### src/rtl/d_cache_axi_bridge_pkg.sv
// Shared definitions for the cache-to-AXI3 bridge: FSM encoding and fixed AXI field values.
package d_cache_axi_bridge_pkg;

  typedef enum logic [2:0] {
    S_IDLE   = 3'd0,
    S_RD_AR  = 3'd1,
    S_RD_R   = 3'd2,
    S_WR_AWW = 3'd3,
    S_WR_B   = 3'd4,
    S_DONE   = 3'd5
  } state_t;

  localparam logic [1:0] BURST_INCR     = 2'b01;
  localparam logic [1:0] RESP_OKAY      = 2'b00;
  localparam logic [3:0] LEN_SINGLE     = 4'd0;
  localparam logic [3:0] AXI_ID_DEFAULT = 4'd1;

endpackage

### src/rtl/d_cache_axi_bridge.sv
// Turns the data cache's single-word memory port into single-beat AXI3 transactions,
// one outstanding at a time, with the request latched on acceptance.
module d_cache_axi_bridge
  import d_cache_axi_bridge_pkg::*;
#(
  parameter int         A_WIDTH = 32,
  parameter logic [3:0] AXI_ID  = AXI_ID_DEFAULT
) (
  input  logic               clk,
  input  logic               rst,
  input  logic [A_WIDTH-1:0] m_a,
  input  logic [31:0]        m_din,
  output logic [31:0]        m_dout,
  input  logic               m_strobe,
  input  logic               m_rw,
  input  logic [3:0]         m_wen,
  input  logic [1:0]         m_size,
  output logic               m_ready,
  output logic               m_err,
  output logic [3:0]         arid,
  output logic [A_WIDTH-1:0] araddr,
  output logic [3:0]         arlen,
  output logic [2:0]         arsize,
  output logic [1:0]         arburst,
  output logic [1:0]         arlock,
  output logic [3:0]         arcache,
  output logic [2:0]         arprot,
  output logic               arvalid,
  input  logic               arready,
  input  logic [31:0]        rdata,
  input  logic [1:0]         rresp,
  input  logic               rlast,
  input  logic               rvalid,
  output logic               rready,
  output logic [3:0]         awid,
  output logic [A_WIDTH-1:0] awaddr,
  output logic [3:0]         awlen,
  output logic [2:0]         awsize,
  output logic [1:0]         awburst,
  output logic [1:0]         awlock,
  output logic [3:0]         awcache,
  output logic [2:0]         awprot,
  output logic               awvalid,
  input  logic               awready,
  output logic [3:0]         wid,
  output logic [31:0]        wdata,
  output logic [3:0]         wstrb,
  output logic               wlast,
  output logic               wvalid,
  input  logic               wready,
  input  logic [1:0]         bresp,
  input  logic               bvalid,
  output logic               bready
);

  state_t               state, state_nxt;
  logic [A_WIDTH-1:0]   a_q;
  logic [31:0]          din_q;
  logic [3:0]           wen_q;
  logic [1:0]           size_q;
  logic                 aw_done, w_done, err_q;
  logic                 accept, aw_hs, w_hs;
  logic                 unused_rlast;

  // Single-beat reads: the last flag carries no information.
  assign unused_rlast = rlast;

  assign accept = (state == S_IDLE) && m_strobe;
  assign aw_hs  = awvalid && awready;
  assign w_hs   = wvalid && wready;

  always_ff @(posedge clk) begin
    if (rst) state <= S_IDLE;
    else     state <= state_nxt;
  end

  always_comb begin
    state_nxt = state;
    unique case (state)
      S_IDLE:   if (m_strobe) state_nxt = m_rw ? S_WR_AWW : S_RD_AR;
      S_RD_AR:  if (arready) state_nxt = S_RD_R;
      S_RD_R:   if (rvalid) state_nxt = S_DONE;
      S_WR_AWW: if ((aw_done || aw_hs) && (w_done || w_hs)) state_nxt = S_WR_B;
      S_WR_B:   if (bvalid) state_nxt = S_DONE;
      S_DONE:   state_nxt = S_IDLE;
      default:  state_nxt = S_IDLE;
    endcase
  end

  always_comb begin
    arvalid = (state == S_RD_AR);
    rready  = (state == S_RD_R);
    awvalid = (state == S_WR_AWW) && !aw_done;
    wvalid  = (state == S_WR_AWW) && !w_done;
    bready  = (state == S_WR_B);
    m_ready = (state == S_DONE);
    m_err   = (state == S_DONE) && err_q;
  end

  // Request latch: the cache is free to change its outputs once accepted.
  always_ff @(posedge clk) begin
    if (accept) begin
      a_q    <= m_a;
      din_q  <= m_din;
      wen_q  <= m_wen;
      size_q <= m_size;
    end
  end

  always_ff @(posedge clk) begin
    if (rst) begin
      aw_done <= 1'b0;
      w_done  <= 1'b0;
      err_q   <= 1'b0;
    end else begin
      if (accept) begin
        aw_done <= 1'b0;
        w_done  <= 1'b0;
      end else if (state == S_WR_AWW) begin
        if (aw_hs) aw_done <= 1'b1;
        if (w_hs)  w_done  <= 1'b1;
      end
      if ((state == S_RD_R) && rvalid)      err_q <= (rresp != RESP_OKAY);
      else if ((state == S_WR_B) && bvalid) err_q <= (bresp != RESP_OKAY);
    end
  end

  always_ff @(posedge clk) begin
    if (rst)                           m_dout <= '0;
    else if ((state == S_RD_R) && rvalid) m_dout <= rdata;
  end

  assign arid    = AXI_ID;
  assign araddr  = a_q;
  assign arlen   = LEN_SINGLE;
  assign arsize  = {1'b0, size_q};
  assign arburst = BURST_INCR;
  assign arlock  = 2'b00;
  assign arcache = 4'd0;
  assign arprot  = 3'd0;

  assign awid    = AXI_ID;
  assign awaddr  = a_q;
  assign awlen   = LEN_SINGLE;
  assign awsize  = {1'b0, size_q};
  assign awburst = BURST_INCR;
  assign awlock  = 2'b00;
  assign awcache = 4'd0;
  assign awprot  = 3'd0;

  assign wid     = AXI_ID;
  assign wdata   = din_q;
  assign wstrb   = wen_q;
  assign wlast   = 1'b1;

endmodule

### config.mk
export PLATFORM = sky130hd
export DESIGN_NAME = d_cache_axi_bridge
export DESIGN_NICKNAME = d
export VERILOG_FILES = /design/src/rtl/d_cache_axi_bridge_pkg.sv /design/src/rtl/d_cache_axi_bridge.sv
export SDC_FILE = /design/constraint.sdc
export NUM_CORES = 1
export LEC_CHECK = 0
export BUFFER_PORTS_ARGS = -buffer_cell sky130_fd_sc_hd__buf_4
export CAP_MARGIN = 20
export CORE_AREA = 2 2 117 119
export CTS_BUF_LIST = sky130_fd_sc_hd__clkbuf_8 sky130_fd_sc_hd__clkbuf_16
export CTS_CLUSTER_DIAMETER = 100
export DETAILED_ROUTE_END_ITERATION = 8
export DIE_AREA = 0 0 119 121
export PLACE_DENSITY = 0.67
export SYNTH_ARGS = -nofsm -noshare
export SYNTH_HDL_FRONTEND = slang
export SYNTH_SLANG_ARGS = --single-unit
### constraint.sdc
create_clock -name clk -period 25.4 [get_ports clk]
set_clock_uncertainty 0.15 [all_clocks]
set_input_delay 0 -clock clk [delete_from_list [all_inputs] [get_ports clk]]
set_output_delay 0 -clock clk [all_outputs]
set_load 0.05 [all_outputs]
==> impl_metrics.yaml <==
pwr:
  finalPower_mw: 0.744
  sw_frac_of_total_pct: 44.5
  pwr-share-clk_pct: 19.6
  combPwrFrac_pct: 46.0
  switching_power_mw: 0.331
  power_leakage_nw: 3.40
  p_int_mw: 0.413
  power_density_nw_per_um2: 97.5
  ir_worst_vdd_v: 0.0000434
  pwr-share-seq_pct: 34.4
timing:
  slew_violations: 0
  layout_min_cycle_time_ns: 2.64
  fmax_mhz: 378
  fin_crit_sh_pct: 10.4
  tightest_slew_ns: 0.904
  hold_violations: 0
  finalSetupTns_ns: 0
  max_slew_margin_pct: 39.8
  holdWs_ns: 0.160
  grt_setup_unrepaired: "false"
  setup_viol: 0
worst_setup_path:
  cp.arrival_ns: 2.78
  cp-start-kind: "flop"
  critPathKind: "flop to flop"
  crit_path_end_kind: "flop"
  crit_fanout: 22
  cp_data_required_time_ns: 25.54
clocking:
  cts_resized: 0
  cts.clk_slew.worst_paths_ns: 0.07
  clock_sinks: 108
  postCtsHoldBufs: 142
  post-cts-setup-buffers: 0
  clock_latency_ns: 0.34
  cts_root_buf: "clkbuf_16"
  cts.path.max_buffers: 2
  cts_max_level: 3
  numCtsBuffers: 9
  cts_tree: "yes"
grt:
  antenna_found_initial: 0
  grt_pass1_wl_um: 19000
  grtUsageTotal_pct: 17.0
  grt_max_degree: 73
  grt_overflow_total: 0
  grt_pass1_vias: 3776
status:
  outcome: "finished, final reports clean"
synthesis:
  synth_area_leader_cell: "edfxtp_1"
  syn-cell-area_sq_um: 4210
  synthCells: 338
  synth.avg_cell_area_sq_um: 12.5
  yosys-top-cells-area: "edfxtp_1 50%, dfxtp_1 18%, buf_4 14%"
  yosysWarnings: 0
  synth.distinct_cells: 26
  ys_seq_area_share_pct: 68.0
  synth_seq_cells: 108
  synth_top_area_share_pct: 49.9
floorplan:
  rows: 42
  die-area_sq_um: 14400
  core_sq_um: 13100
  die_y_um: 121
  num_io_pins: 304
  die_x_um: 119
  initial_utilization_pct: 32.2
min_path:
  min_path_type: "input port to flop"
run:
  drv_cap: 0
cells_and_area:
  final_util_pct: 58.3
  area_growth_pct: 81.1
  n_antenna_cell: 0
  drive_above_1_share_pct: 39.8
  stdcell_area_sq_um: 7630
  nets: 817
  final_cell_mix: "259 x buf_4, 142 x dlygate4sd3_1, 70 x nand2_1, 70 x edfxtp_1, 45 x conb_1"
  final_common_cell: "buf_4"
drt:
  vias: 3724
  first_pass_iters: 4
  drc: 0
  vias_per_cell: 4.22
  ant_nets: 0
  wl_um: 12600
  wire_per_inst_um: 14.3
  first_iter_violations: 169
placement:
  place_area_sq_um: 5870
  routabilityCongestion: 0.712
  dp_hpwl_um: 7880
  io_buffer_count: 257
[final cells by class]
cell class	instances	area, sq um
fill	1012	5450
clock inverter	7	90.1
multi-input combinational	178	832
tap	176	220
timing repair buffer	402	3390
inverter	2	7.51
clock buffer	9	225
sequential	108	2860
[power groups by stage]
stage               Combinational (mW)  Clock [mW]  Sequential, mW
finish                           0.342       0.146           0.256
global placement                 0.316           0           0.256
detailed placement               0.318           0           0.259
CTS                              0.340       0.149           0.255
floorplan                        0.139           0           0.371
global route                     0.354       0.157           0.260
[metrics by stage]
step | std cells | worst slack, ns
2_1_floorplan | 381 | 16.62
3_3_place_gp | 723 | 23.03
3_5_place_dp | 723 | 23.00
4_1_cts | 881 | 22.45
5_1_grt | 882 | 22.55
6_report | 882 | 22.76
[cells in the mapped netlist]
cell       number
buf_4          81
edfxtp_1       70
nand2_1        70
dfxtp_1        38
a21oi_1        32
clkbuf_1        7
and2_1          3
buf_6           3
mux2i_1         3
nor2_1          3
nor3_1          3
nor4b_1         3
a211oi_2        2
a31oi_1         2
buf_2           2
conb_1          2
inv_1           2
nor2b_1         2
nor3b_2         2
o211ai_1        2
a311oi_1        1
and3_1          1
o21ai_0         1
o21ai_1         1
o22a_1          1
o2bb2ai_1       1
[worst max-delay path: stages (launching register included)]
cell and delay [ns]:
dfxtp_1 0.68, nor3b_2 0.12, nand2_1 0.37, buf_4 0.34, nor3_1 0.09, a311oi_1 0.25, dlygate4sd3_1 0.58
[sequential cells by signal, summed over array words and instances, names as in the netlist]
signal / count
state: 3
err_q: 1
w_done: 1
araddr: 32
wdata: 32
aw_done: 1
size_q: 2
m_dout: 32
wstrb: 4
[cell families after synthesis]
family / share of synthesized area, %
muxes: 0.713
other: 0.178
DFF: 68.0
buffers and inverters: 16.3
and+or+nand+nor: 8.97
AOI/OAI and AO/OA: 5.91
[final timing paths]
| path | startpoint | end | slack, ns | depth (start not counted) |
|---|---|---|---|---|
| min | m_strobe | state[2] | 0.16 | 5 |
| min reg2reg | state[1] | state[1] | 0.49 | 2 |
| max reg2reg | state[0] | err_q | 22.76 | 6 |
| max | state[0] | err_q | 22.76 | 6 |
[metal layers]
metal / global-route usage [%] / vias to the layer above / share of wire [%]
met3: 5.97 / 27 / 8.1
met4: 7.14 / 0 / 2.6
met2: 32.1 / 195 / 55
met5: 0 / - / 0
met1: 17.0 / 1755 / 35
li1: - / 1747 / -
Power figures use the tool's default switching activity.
